$ cat src/rtl/div_pkg.sv
// ============================================================================
// div_pkg : shared types, op encodings and helpers for the divide sequencer
// Revision: 1.0
// ============================================================================
`default_nettype none

package div_pkg;

  localparam int DIV_ITERS = 32;

  localparam logic [1:0] DIV_OP_DIV_W  = 2'b01;
  localparam logic [1:0] DIV_OP_MOD_W  = 2'b11;
  localparam logic [1:0] DIV_OP_DIV_WU = 2'b00;
  localparam logic [1:0] DIV_OP_MOD_WU = 2'b10;

  typedef enum logic [1:0] {
    DIV_IDLE = 2'd0,
    DIV_CALC = 2'd1,
    DIV_DONE = 2'd2
  } div_state_e;

  // Magnitude of an operand; unsigned ops pass the raw value through.
  function automatic logic [31:0] div_mag(input logic [31:0] v, input logic is_signed);
    return (is_signed && v[31]) ? (~v + 32'd1) : v;
  endfunction

endpackage

`default_nettype wire

$ cat src/rtl/div_iter_step.sv
// ============================================================================
// div_iter_step : one radix-2 restoring shift-subtract iteration
// Revision: 1.0
// ============================================================================
`default_nettype none

module div_iter_step #(
  parameter int DATA_W = 32
) (
  input  logic [DATA_W-1:0] i_rem,
  input  logic [DATA_W-1:0] i_dvd,
  input  logic [DATA_W-1:0] i_dsr,
  output logic [DATA_W-1:0] o_rem_next,
  output logic [DATA_W-1:0] o_dvd_next,
  output logic              o_q_bit
);

  logic              w_top;
  logic [DATA_W-1:0] w_low;

  // The shifted partial remainder is DATA_W+1 bits wide; a set top bit
  // guarantees it exceeds any divisor, and the modular subtract still
  // yields the correct low bits.
  assign w_top      = i_rem[DATA_W-1];
  assign w_low      = {i_rem[DATA_W-2:0], i_dvd[DATA_W-1]};
  assign o_q_bit    = w_top | (w_low >= i_dsr);
  assign o_rem_next = o_q_bit ? (w_low - i_dsr) : w_low;
  assign o_dvd_next = {i_dvd[DATA_W-2:0], o_q_bit};

endmodule

`default_nettype wire

$ cat src/rtl/div_seq_ctrl.sv
// ============================================================================
// div_seq_ctrl : multi-cycle div.w/mod.w/div.wu/mod.wu sequencer for EXE
// Optional DIV_FAST_PATH_EN: skip CALC when divisor is 0 or |src1| < |src2|.
// Revision: 1.0
// ============================================================================
`default_nettype none

module div_seq_ctrl #(
  parameter int DATA_W = 32
) (
  input  logic              clk,
  input  logic              reset,
  input  logic              i_div_req_valid,
  output logic              o_div_req_ready,
  input  logic [1:0]        i_div_op,
  input  logic [DATA_W-1:0] i_div_src1,
  input  logic [DATA_W-1:0] i_div_src2,
  input  logic              i_div_flush,
  output logic              o_div_resp_valid,
  input  logic              i_div_resp_ready,
  output logic [DATA_W-1:0] o_div_result,
  output logic              o_div_busy
);

  import div_pkg::*;

  div_state_e        r_state, w_state_nxt;
  logic [4:0]        r_cnt;
  logic [DATA_W-1:0] r_rem, r_dvd, r_dsr, r_result;
  logic              r_mod, r_s1neg, r_s2neg;

  logic [DATA_W-1:0] w_abs1, w_abs2, w_rem_next, w_dvd_next;
  logic [DATA_W-1:0] w_q_corr, w_r_corr, w_final, w_fast_res;
  logic              w_q_bit, w_accept, w_fast, w_last, w_neg_q;

  assign w_abs1   = div_mag(i_div_src1, i_div_op[0]);
  assign w_abs2   = div_mag(i_div_src2, i_div_op[0]);
  assign w_accept = (r_state == DIV_IDLE) && i_div_req_valid && !i_div_flush;
  assign w_last   = (r_cnt == 5'(DIV_ITERS - 1));

`ifdef DIV_FAST_PATH_EN
  assign w_fast = (i_div_src2 == '0) || (w_abs1 < w_abs2);
`else
  assign w_fast = 1'b0;
`endif

  // Quotient 0 (all-ones for a zero divisor) and the untouched dividend.
  assign w_fast_res = i_div_op[1] ? i_div_src1 : {DATA_W{i_div_src2 == '0}};

  div_iter_step #(.DATA_W(DATA_W)) u_step (
    .i_rem      (r_rem),
    .i_dvd      (r_dvd),
    .i_dsr      (r_dsr),
    .o_rem_next (w_rem_next),
    .o_dvd_next (w_dvd_next),
    .o_q_bit    (w_q_bit)
  );

  // A zero divisor keeps the all-ones quotient unsigned-looking.
  assign w_neg_q  = (r_s1neg ^ r_s2neg) && (r_dsr != '0);
  assign w_q_corr = w_neg_q ? (~w_dvd_next + 1'b1) : w_dvd_next;
  assign w_r_corr = r_s1neg ? (~w_rem_next + 1'b1) : w_rem_next;
  assign w_final  = r_mod ? w_r_corr : w_q_corr;

  always_comb begin
    w_state_nxt = r_state;
    case (r_state)
      DIV_IDLE: if (w_accept) w_state_nxt = w_fast ? DIV_DONE : DIV_CALC;
      DIV_CALC: if (w_last) w_state_nxt = DIV_DONE;
      DIV_DONE: if (i_div_resp_ready) w_state_nxt = DIV_IDLE;
      default:  w_state_nxt = DIV_IDLE;
    endcase
    if (i_div_flush) w_state_nxt = DIV_IDLE;
  end

  always_ff @(posedge clk) begin
    if (reset) r_state <= DIV_IDLE;
    else       r_state <= w_state_nxt;
  end

  always_ff @(posedge clk) begin
    if (reset) begin
      r_cnt    <= '0;
      r_rem    <= '0;
      r_dvd    <= '0;
      r_dsr    <= '0;
      r_result <= '0;
      r_mod    <= 1'b0;
      r_s1neg  <= 1'b0;
      r_s2neg  <= 1'b0;
    end else if (r_state == DIV_IDLE) begin
      if (w_accept) begin
        r_rem   <= '0;
        r_dvd   <= w_abs1;
        r_dsr   <= w_abs2;
        r_cnt   <= '0;
        r_mod   <= i_div_op[1];
        r_s1neg <= i_div_op[0] & i_div_src1[DATA_W-1];
        r_s2neg <= i_div_op[0] & i_div_src2[DATA_W-1];
        if (w_fast) r_result <= w_fast_res;
      end
    end else if (r_state == DIV_CALC) begin
      r_rem <= w_rem_next;
      r_dvd <= w_dvd_next;
      r_cnt <= r_cnt + 5'd1;
      if (w_last) r_result <= w_final;
    end
  end

  assign o_div_req_ready  = (r_state == DIV_IDLE);
  assign o_div_resp_valid = (r_state == DIV_DONE);
  assign o_div_busy       = (r_state != DIV_IDLE);
  assign o_div_result     = r_result;

endmodule

`default_nettype wire

$ cat config.mk
export PLATFORM = sky130hd
export DESIGN_NAME = div_seq_ctrl
export DESIGN_NICKNAME = d
export VERILOG_FILES = /design/src/rtl/div_pkg.sv /design/src/rtl/div_iter_step.sv /design/src/rtl/div_seq_ctrl.sv
export SDC_FILE = /design/constraint.sdc
export NUM_CORES = 1
export LEC_CHECK = 0
export ABC_AREA = 0
export CAP_MARGIN = 15
export CORE_MARGIN = 2
export CORE_UTILIZATION = 53
export CTS_CLUSTER_DIAMETER = 60
export CTS_CLUSTER_SIZE = 40
export DETAILED_ROUTE_END_ITERATION = 10
export PLACE_DENSITY_LB_ADDON = 0.1
export SYNTH_ARGS = -nofsm -noshare
export SYNTH_HDL_FRONTEND = slang
export SYNTH_SLANG_ARGS = --single-unit
$ cat constraint.sdc
create_clock -name clk -period 5.76 [get_ports clk]
set_input_delay 1.152 -clock clk [delete_from_list [all_inputs] [get_ports clk]]
set_output_delay 1.152 -clock clk [all_outputs]
set_load 0.01 [all_outputs]
**Word level (Yosys, flattened, before mapping)**

Index checks and enable logic that the tools add are counted.

- $add $sub $neg: 6
- Magnitude comparators: 1
- Equality and inequality tests: 6
- Mux-type cells: 19
- Bitwise gates (word level): 9
- Reduce and logical (&&, ||, !) cells: 15

Operator list:

| operator | count |
|---|---|
| $mux 32 | 12 |
| $add 32x1->32 const B | 4 |
| $not 32->32 | 4 |
| $ge 32x32->1 | 1 |
| $reduce_bool 32->1 | 1 |
| $sub 32x32->32 | 1 |
| $mux 5 | 3 |
| $mux 2 | 3 |
| $pmux 2 s3 | 1 |
| $reduce_and 3->1 | 2 |
| $add 5x1->5 const B | 1 |
| $eq 5x5->1 const B | 1 |
| $logic_and 1x1->1 | 5 |
| $ne 2x1->1 const B | 2 |
| $reduce_and 2->1 | 2 |
| $reduce_bool 2->1 | 2 |
| $and 1x1->1 | 2 |
| $eq 2x1->1 const B | 1 |
| $eq 2x2->1 const B | 1 |
| $logic_not 2->1 | 1 |
| $ne 2x2->1 const B | 1 |
| $reduce_or 2->1 | 1 |
| $logic_not 1->1 | 1 |
| $not 1->1 | 1 |
| other kinds (2) | 2 |

- Register bits: 138
- Input port bits: 71
- Output and inout port bits: 35

**Depth between registers and ports, before layout**

- Depth in word-level cells: 7
- Gate-level depth with buffers: 28

**Hierarchy**

From an unflattened synthesis, not the netlist that was laid out.

- Cells, all modules: 1426
- Area total of the unflattened synthesis: 10782.8 um2

Modules (own cells, without submodules):

| module | times used | cells each | area each (um2) | seq. area each (um2) |
|---|---|---|---|---|
| div_seq_ctrl | 1 | 1057 | 8029.0 | 2762.6 |
| div_iter_step | 1 | 369 | 2753.9 | 0.0 |

**Worst setup path after synthesis**

Ideal clock, no wire load.

- Kind: register to register
- Start point: register r_dvd[31]
- End point: register r_result[24], in the netlist o_div_result[24]
- Library setup time: 0.129 ns
- Data arrival time: 5.396 ns
- Required time: 5.631 ns
- Path slack: 0.236 ns
- Cell stages (with the launch flop): 28
- Path buffers: 5
- Period minus slack after synthesis: 5.524 ns
- Cells stage by stage: dfxtp_1 -> inv_1 -> ha_1 -> fa_1 -> nand2b_1 -> a21oi_1 -> o21ai_1 -> a31oi_2 -> or2_1 -> buf_6 -> buf_2 -> buf_2 -> buf_2 -> clkbuf_1 -> a21oi_1 -> inv_1 -> ha_1 -> nand2b_1 -> or3_1 -> or3_1 -> nor4b_1 -> a31o_2 -> o211ai_2 -> or4_4 -> nand2_1 -> xor2_1 -> o21ai_1 -> nor2b_1

- Word-level cells in the longest chain between the ends: 7
- Elaborated cells on any way between the ends: 11

RTL lines:

| what | line | text |
|---|---|---|
| start, declared | div_seq_ctrl.sv:29 | `logic [DATA_W-1:0] r_rem, r_dvd, r_dsr, r_result;` |
| start signal, assigned | div_seq_ctrl.sv:94 | `r_dvd <= w_abs1;` |
| start signal, assigned | div_seq_ctrl.sv:104 | `r_dvd <= w_dvd_next;` |
| $ge 32x32->1 | div_iter_step.sv:26 | `assign o_q_bit = w_top \| (w_low >= i_dsr);` |
| $or 1x1->1 | div_iter_step.sv:26 |  |
| $mux 32 | div_iter_step.sv:27 | `assign o_rem_next = o_q_bit ? (w_low - i_dsr) : w_low;` |
| $not 32->32 | div_seq_ctrl.sv:62 | `assign w_r_corr = r_s1neg ? (~w_rem_next + 1'b1) : w_rem_next;` |
| $add 32x1->32 | div_seq_ctrl.sv:62 |  |
| $mux 32 | div_seq_ctrl.sv:62 |  |
| $mux 32 * | div_seq_ctrl.sv:63 | `assign w_final = r_mod ? w_r_corr : w_q_corr;` |
| end signal, assigned | div_seq_ctrl.sv:100 | `if (w_fast) r_result <= w_fast_res;` |
| end signal, assigned | div_seq_ctrl.sv:106 | `if (w_last) r_result <= w_final;` |
| end, declared | div_seq_ctrl.sv:29 |  |

Every way passes the cells marked *; elsewhere a longest branch is shown, timed or not.
A chain may end at the register's enable or synchronous reset.

**Final worst setup path**

Ends and elaborated chain as after synthesis.

==> impl_metrics.sql <==
INSERT INTO impl_metrics (metric_group, metric, value, unit) VALUES
('yosys', 'synth_edf_count', '0', ''),
('yosys', 'post_synth_num_cell_types', '90', ''),
('clocking', 'post_cts_clock_slew_at_the_launch_and_capture_registers_of_the_worst_setup_and_hold_paths', '0.07', 'ns'),
('die', 'chipWidth', '147.9', 'um'),
('critical_path', 'path_delay_family', 'simple AND/OR/NAND/NOR gates', ''),
('timing', 'clock-skew-final', '0.01709', 'ns'),
('route', 'post-route-drc-count', '0', ''),
('cells_and_area', 'count_of_filler_cells_inserted_in_the_layout', '1927', ''),
('clocking', 'cts_hold_repair.buffers', '0', ''),
('timing', 'setup_violations', '0', ''),
('clocking', 'root_buffer', 'clkbuf_16', ''),
('clocking', 'post_cts_buffers', '0', ''),
('flow_run', 'max-cap-violations', '0', ''),
('clocking', 'clock_tree_from_tritoncts', 'built', ''),
('pwr', 'static-leakage-power', '4.684', 'nW'),
('yosys', 'postSynthRegisterBits', '138', ''),
('clocking', 'cts_repair_resize_count', '0', ''),
('cells_and_area', 'syn_to_final_growth', '15.36', '%'),
('run_status', 'run_status', 'finished, final reports clean', ''),
('min_path', 'hold_path_class', 'reg -> reg', ''),
('die', 'floorplan.die_area', '21860', 'um2'),
('critical_path', 'worstSetupStartpointType', 'register', ''),
('critical_path', 'crit_path_max_fanout', '10', ''),
('pwr', 'post_layout_power', '3.758', 'mW'),
('global_route', 'grt_pass1_wl', '54450', 'um'),
('yosys', 'cell_count_after_synthesis', '1519', ''),
('critical_path', 'crit_path_buffers_inverters', '1', ''),
('cells_and_area', 'final_area', '12650', 'um2'),
('route', 'drtAntennaViolNets', '0', ''),
('global_route', 'first_global_vias', '9970', ''),
('clocking', 'clk_sink_count', '138', ''),
('die', 'pin_count', '106', ''),
('route', 'drt_wl_cell', '18.79', 'um'),
('place', 'portBuffers', '105', ''),
('yosys', 'synth.top_cells.by_area', 'dfxtp_1, nor2_1, a21oi_1, xor2_1, nand2_1', ''),
('yosys', 'syn_avg_cell_area', '7.221', 'um2'),
('yosys', 'synth_seq_area_share', '0.2519', ''),
('timing', 'report.final.slew_viol_count', '0', ''),
('global_route', 'grt_start_max_net_pins', '70', ''),
('yosys', 'synth.top_cell.area_share', '0.2519', ''),
('route', 'wl_final', '34710', 'um'),
('critical_path', 'setup.worst_path.end_class', 'register', ''),
('critical_path', 'worstPathArrival', '5.55', 'ns'),
('cells_and_area', 'final_util', '0.6234', ''),
('timing', 'tightest_slew', '1.086', 'ns'),
('timing', 'setup_repair_after_global_routing_missed_its_margin', 'no', ''),
('timing', 'slew_headroom', '0.2743', ''),
('yosys', 'synth_ff_type', 'dfxtp_1', ''),
('critical_path', 'crit_slowest_cell', 'or4_4', ''),
('critical_path', 'setup.worst_path.class', 'reg -> reg', ''),
('global_route', 'gr-usage-all-layers', '0.3135', ''),
('cells_and_area', 'finish.cell_count_without_fillers', '1847', ''),
('global_route', 'globalRoute.totalOverflow', '0', ''),
('yosys', 'synth_nets', '1629', ''),
('yosys', 'ys_top_cells_by_count', 'nor2_1, nand2_1, dfxtp_1, a21oi_1, o21ai_0', ''),
('global_route', 'grt_antenna_before_repair', '0', ''),
('place', 'detailed_place.area', '12070', 'um2'),
('die', 'placement_rows', '52', ''),
('timing', 'timing.fmax', '0.1903', 'GHz'),
('yosys', 'synth_top_cell_by_area', 'dfxtp_1', ''),
('die', 'die-height', '147.9', 'um'),
('timing', 'setup_total_negative_slack', '0', 'ns'),
('place', 'place.detailed.hpwl', '26670', 'um'),
('timing', 'hold_viol', '0', ''),
('pwr', 'max-vdd-ir-drop', '0.2264', 'mV'),
('route', 'detailedRoute.firstPassIterationCount', '6', ''),
('route', 'vias', '11430', ''),
('die', 'initial_utilization', '0.5404', ''),
('critical_path', 'crit_chain', 'inv_1, ha_1, fa_1, nand2b_1, a21oi_1, o21ai_1, a31oi_2, or2_2, nand2_1, o21ai_0, ha_1, nand2b_1, or3_1, or3_1, nor4b_1, a31o_2, o211ai_2, or4_4, nand2_1, xor2_1, o21ai_1, nor2b_1', ''),
('timing', 'final_period_minus_worst_setup_slack', '5.255', 'ns'),
('cells_and_area', 'antenna_cells', '0', '');
-- final timing paths --
check,from,endpoint,slack [ns],depth (start not counted)
max,r_dvd[31],o_div_result[24],0.51,22
min,o_div_result[1],o_div_result[1],0.46,2
max reg2reg,r_dvd[31],o_div_result[24],0.51,22
min reg2reg,o_div_result[1],o_div_result[1],0.46,2
-- tightest hold or removal path: stages, from the launching register on --
cell and delay, ns:
dfxtp_1 0.31, nand2_1 0.05, a21oi_1 0.05
-- placed cells by master (no fill, tap or decap), types with 4 or more instances in the layout --
| cell type | instances |
|---|---|
| nor2_1 | 224 |
| nand2_1 | 150 |
| dfxtp_1 | 138 |
| a21oi_1 | 133 |
| clkdlybuf4s50_1 | 104 |
| o21ai_0 | 87 |
| xor2_1 | 74 |
| a211oi_1 | 69 |
| xnor2_1 | 50 |
| inv_1 | 45 |
| nor3_1 | 38 |
| ha_1 | 38 |
| or3_1 | 36 |
| nor4_1 | 30 |
| o31ai_1 | 23 |
| a22oi_1 | 23 |
| nand2b_1 | 21 |
| clkbuf_16 | 17 |
| nand4_1 | 16 |
| nand3_1 | 16 |
| o211ai_1 | 14 |
| buf_4 | 13 |
| o21ai_1 | 12 |
| mux2i_1 | 12 |
| and2_1 | 11 |
| a31oi_1 | 11 |
| o41ai_1 | 10 |
| or2_2 | 9 |
| and3_1 | 8 |
| nor2b_1 | 8 |
| o21a_1 | 8 |
| or4_1 | 8 |
| a21o_1 | 7 |
| a311oi_1 | 7 |
| o221ai_1 | 7 |
| inv_6 | 7 |
| o2111ai_1 | 4 |
| a221oi_1 | 4 |
-- power breakdown --
group	leakage (nW)	internal (mW)	total, mW	switching (mW)
registers	1.12	0.998	1.06	0.0622
logic	3.28	0.578	1.57	0.995
clock network	0.283	0.647	1.13	0.478
-- registers in the layout, indices dropped and copies added, names as in the netlist --
signal,count
o_div_result,32
r_dsr,32
r_s1neg,1
r_dvd,32
r_mod,1
r_rem,32
r_state,2
r_cnt,5
r_s2neg,1
-- cell families after synthesis --
logic type,count (synthesis),synth area share
AOI/OAI and AO/OA,466,0.2797
xor gates and xnor gates,124,0.09901
adders and majority gates,39,0.04517
buffers and inverters,138,0.05247
DFF,138,0.2519
muxes,15,0.01506
and+or+nand+nor,599,0.2568
-- per-stage QoR --
stage	hold slack (ns)	worst slack, ns
CTS	0.4614	0.5230
detailed placement	0.4521	0.5548
global placement	0.4441	0.7147
finish	0.4599	0.5051
global route	0.4897	0.1413
floorplan	0.4422	0.2358
-- routing by layer --
metal	global-route usage	vias up	part of all wire
li1	-	5630	-
met1	0.4631	5251	0.47
met2	0.4667	488	0.43
met3	0.04599	56	0.072
met4	0.1043	0	0.026
met5	0	-	0
-- area by class of cell --
cell class,instances,area (um2),share of cell area
clock inverters,14,158.9,0.01256
clock buffers,18,429.2,0.03391
multi-input cells,1243,7649,0.6044
repair buffers,117,1139,0.08997
inverters,47,178.9,0.01414
flip-flops and latches,138,2763,0.2183
well taps,270,337.8,0.02670
No activity file was read; power rests on OpenSTA's default activity.
